==> config.mk <==
export PLATFORM = sky130hd
export DESIGN_NAME = div_seq
export DESIGN_NICKNAME = d
export VERILOG_FILES = /design/src/rtl/div_pkg.sv /design/src/rtl/div_step.sv /design/src/rtl/div_seq.sv
export SDC_FILE = /design/constraint.sdc
export NUM_CORES = 1
export LEC_CHECK = 0
export CAP_MARGIN = 10
export CORE_MARGIN = 3
export CORE_UTILIZATION = 50
export DETAILED_ROUTE_END_ITERATION = 8
export GPL_TIMING_DRIVEN = 0
export PLACE_DENSITY = 0.79
export SETUP_SLACK_MARGIN = 0.4
export SLEW_MARGIN = 20
export SYNTH_ARGS = -nofsm -noshare
export SYNTH_HDL_FRONTEND = slang
export SYNTH_SLANG_ARGS = --single-unit
==> constraint.sdc <==
create_clock -name clk -period 3.25 [get_ports clk]
set_clock_uncertainty 0.1 [all_clocks]
set_input_delay 0.65 -clock clk [delete_from_list [all_inputs] [get_ports clk]]
set_output_delay 0.65 -clock clk [all_outputs]
set_load 0.01 [all_outputs]
==> src/rtl/div_pkg.sv <==
// Shared types and constants for the sequential restoring divider.
package div_pkg;

    localparam int DIV_WIDTH = 8;

    typedef enum logic [1:0] {
        IDLE,
        RUN,
        DONE
    } state_t;

endpackage

==> src/rtl/div_step.sv <==
// One restoring-division step: shift in the next dividend bit, trial-subtract, keep or restore.
module div_step
    import div_pkg::*;
#(
    parameter int WIDTH = DIV_WIDTH
) (
    input  logic [WIDTH-1:0] rem_in,
    input  logic             bit_in,
    input  logic [WIDTH-1:0] divisor,
    output logic [WIDTH-1:0] rem_out,
    output logic             q_bit
);

    logic [WIDTH:0]   shifted;
    logic [WIDTH-1:0] diff;

    assign shifted = {rem_in, bit_in};
    assign q_bit   = (shifted >= {1'b0, divisor});
    // When the trial is non-negative the true difference is below the divisor,
    // so the low WIDTH bits of the modular subtraction are exact.
    assign diff    = shifted[WIDTH-1:0] - divisor;
    assign rem_out = q_bit ? diff : shifted[WIDTH-1:0];

endmodule

==> src/rtl/div_seq.sv <==
// Sequential unsigned divider: one restoring step per cycle, valid/ready on both sides.
module div_seq
    import div_pkg::*;
#(
    parameter int WIDTH = DIV_WIDTH
) (
    input  logic             clk,
    input  logic             reset,
    input  logic             in_valid,
    output logic             in_ready,
    input  logic [WIDTH-1:0] x,
    input  logic [WIDTH-1:0] y,
    output logic             out_valid,
    input  logic             out_ready,
    output logic [WIDTH-1:0] quot,
    output logic [WIDTH-1:0] rem,
    output logic             div_by_zero
);

    localparam int CW = $clog2(WIDTH) + 1;
    localparam logic [CW-1:0] LAST_STEP = CW'(WIDTH - 1);

    state_t           state_reg, state_next;
    logic [WIDTH-1:0] quot_reg;
    logic [WIDTH-1:0] rem_reg;
    logic [WIDTH-1:0] divisor_reg;
    logic [CW-1:0]    step_reg;
    logic             dbz_reg;

    logic [WIDTH-1:0] step_rem;
    logic             step_q;
    logic             accept;

    assign accept = in_valid && (state_reg == IDLE);

    // quot_reg doubles as the dividend shift register: its MSB feeds each step.
    div_step #(.WIDTH(WIDTH)) u_step (
        .rem_in  (rem_reg),
        .bit_in  (quot_reg[WIDTH-1]),
        .divisor (divisor_reg),
        .rem_out (step_rem),
        .q_bit   (step_q)
    );

    always_ff @(posedge clk) begin
        if (reset) begin
            state_reg <= IDLE;
        end else begin
            state_reg <= state_next;
        end
    end

    always_comb begin
        state_next = state_reg;
        case (state_reg)
            IDLE: if (in_valid) state_next = (y == '0) ? DONE : RUN;
            RUN:  if (step_reg == LAST_STEP) state_next = DONE;
            DONE: if (out_ready) state_next = IDLE;
            default: state_next = IDLE;
        endcase
    end

    always_ff @(posedge clk) begin
        if (reset) begin
            quot_reg    <= '0;
            rem_reg     <= '0;
            divisor_reg <= '0;
            step_reg    <= '0;
            dbz_reg     <= 1'b0;
        end else if (accept) begin
            if (y == '0) begin
                quot_reg <= '1;
                rem_reg  <= x;
                dbz_reg  <= 1'b1;
            end else begin
                quot_reg    <= x;
                rem_reg     <= '0;
                divisor_reg <= y;
                step_reg    <= '0;
                dbz_reg     <= 1'b0;
            end
        end else if (state_reg == RUN) begin
            rem_reg  <= step_rem;
            quot_reg <= WIDTH'({quot_reg, step_q});
            step_reg <= step_reg + CW'(1);
        end
    end

    assign in_ready    = (state_reg == IDLE);
    assign out_valid   = (state_reg == DONE);
    assign quot        = quot_reg;
    assign rem         = rem_reg;
    assign div_by_zero = dbz_reg;

endmodule
==> metrics.txt <==
Rel. slew slack=57.1%; Worst R2R Path Depth=8; Final ANT Viol Nets=0; status=complete, but fails checks; Slew Limit Fails=0; Power Dens Cells=601 nW/µm²; Final period util=82.8%; CTS Buffer Depth=2; slowest CP cell=or4b_4; post-cts sizing count=0; Cell Chain, Critical Path=inv_1 > ha_1 > nand4_1 > nor2_1 > or4b_4 > o21ai_4 > mux2_2 > a2111oi_2; fraction of layout cells with a size suffix above 1=10.0%; WL final=4800 µm; setup_tns=0 ps; Mapped Nets=253; Syn. warnings=0; DPL Wire Length=about 3700 µm; Final Hold Fails=0; Yosys reg bits=31; fraction of registers with async set or reset after synthesis=0%; syn avg cell area=8.15 µm²; Post-Syn Area=between 1500 and 2000 µm²; Worst-Margin Slew=between 600 and 700 ps; crit-path max FO=9; Finish-stage setup viols=0; Worst-Skew Late Latency=340 ps; worst path arrival time=2830 ps; count of different cell masters after synthesis=41; initial core utilization=53.2%; Synth Flop Type=dfxtp_1; Mapped Cells=223; drt first pass iters=8; Site Rows=21; failing checks=DRC; Clock Tree Root=clkbuf_4; Initial DRC Count=134; pin count of the biggest net entering global routing=12; final instance area=2340 µm²; hold slack=365 ps; dpl ws=363 ps; CP peak stage delay=510 ps; residual DRC count=1; gpl congestion=0.877; IO Pins=39; TritonCTS clock tree=built; Clock Sinks=31; Layout area overhead=28.6%; Crit Path Category=flop to flop; CP Capture Type=flop; fillers=roughly 300; full die area=~4400 µm²; all-layer global routing usage=a little under a quarter; GRT overflow=0; crit path launch type=flop; # H-tree levels=2; Die Ht=66.3 µm; Hold Path Class=flop to flop; Core Util, Final=about 68%; P_leak=0.838 nW; DP Area=2260 µm²; Post-synth EDFFs=0; n_diodes=0; Inserted Clock Buffers=5; Max Cap Violations=0; Die X=66.3 µm; vias per std cell=5.89; setup slack after layout=557 ps; RSZ-0062 raised after global routing=false; Achievable Freq=371 MHz; Final #Nets=about 300; fin crit period=2690 ps; Max rail drop VDD=roughly 280 µV; CTS clk-pin slew, worst paths=roughly 100 ps; mean routed wirelength per cell=15.2 µm; Via Count=1,854; Post-CTS Setup Inserts=0; Buffers on Ports=38; core box area=3420 µm²; vias in the first global route=1,652; hold path cells=2; required time worst endpoint=3390 ps; hold buffers post-CTS=0; initial antenna violation count=0; register area share after synthesis=34.1%; first-pass GRT wire length=7740 µm
-- placed cells by master (no fill, tap or decap), drive strengths merged, types with 3 or more instances in the layout --
| cell | instances |
|---|---|
| mux2i | 3 |
| a21oi | 34 |
| ha | 9 |
| nand2 | 28 |
| clkbuf | 13 |
| a2111oi | 8 |
| nor3 | 9 |
| o221ai | 7 |
| clkdlybuf4s50 | 38 |
| xnor2 | 5 |
| nor2 | 23 |
| nor2b | 4 |
| o21ai | 10 |
| dfxtp | 31 |
| inv | 11 |
| buf | 4 |
-- kinds of logic (layout without fill, tap and decap cells) --
family          Yosys count  after routing  share of synthesized area, %
simple gates             77             77                          19.7
flops                    31             31                          34.1
buf+inv                  23             69                          5.16
fa+ha+maj                10             10                          7.30
compound gates           72             72                          28.4
xor+xnor                  5              5                          2.41
mux                       5              5                          2.89
-- worst paths after layout --
kind	endpoint	start	slack [ps]
min reg2reg	divisor_reg[5]$_SDFFE_PP0P_	divisor_reg[5]$_SDFFE_PP0P_	360
min	divisor_reg[5]$_SDFFE_PP0P_	divisor_reg[5]$_SDFFE_PP0P_	360
max reg2reg	rem[0]$_SDFFE_PP0P_	divisor_reg[6]$_SDFFE_PP0P_	560
max	rem[0]$_SDFFE_PP0P_	divisor_reg[6]$_SDFFE_PP0P_	560
-- synthesized netlist by cell type (3+ instances only) --
cell type  count  area [µm²]
nor2b_1        4        25.0
mux2i_1        3        30.0
nor2_1        23        86.3
o221ai_1       7        61.3
a21oi_1       34         170
ha_1           9         113
nor3_1         8        40.0
clkbuf_1       8        30.0
o21ai_0        8        40.0
buf_2          3        15.0
nand2_1       28         105
xnor2_1        5        43.8
inv_1         11        41.3
dfxtp_1       31         621
a2111oi_2      6        90.1
-- through the flow --
step | total power (W) | cells
after global routing | 0.00149 | 315
after floorplan | 0.000906 | 223
after CTS | 0.00140 | 315
after global placement | 0.00108 | 307
final | 0.00140 | 315
after detailed placement | 0.00110 | 307
-- per-layer routing --
layer  part of all wire (%)  global-route usage (%)  routed length [µm]  vias to the layer above
met3                    6.5                    5.44                 313                       15
met4                    2.0                    8.38                  97                        0
met5                      0                       0                   0                        -
met1                     44                    29.9                2120                      859
li1                       -                       -                   -                      902
met2                     47                    37.3                2270                       78
-- where the power goes --
part           switching, W  leakage [nW]  internal, W
registers         0.0000409         0.254     0.000424
logic              0.000338         0.539     0.000296
clock network      0.000144        0.0452     0.000162
-- worst max-delay path, delay by kind of cell (launching register included) --
family | cells | cell delay [ps]
compound gates | 2 | 650
fa+ha+maj | 1 | 340
simple gates | 3 | 700
mux | 1 | 390
flops | 1 | 360
buf+inv | 1 | 60
-- cell type report --
class                           instances  area [µm²]  area share, %
Tap cell                               46        57.6           2.46
Timing Repair Buffer                   38         380           16.3
Multi-Input combinational cell        169        1100           47.2
Inverter                               11        41.3           1.77
Clock buffer                            5        37.5           1.61
Buffer                                 12        52.6           2.25
Clock inverter                          3        43.8           1.87
Sequential cell                        31         621           26.6
Note: power is estimated with default switching activity, not from simulation.
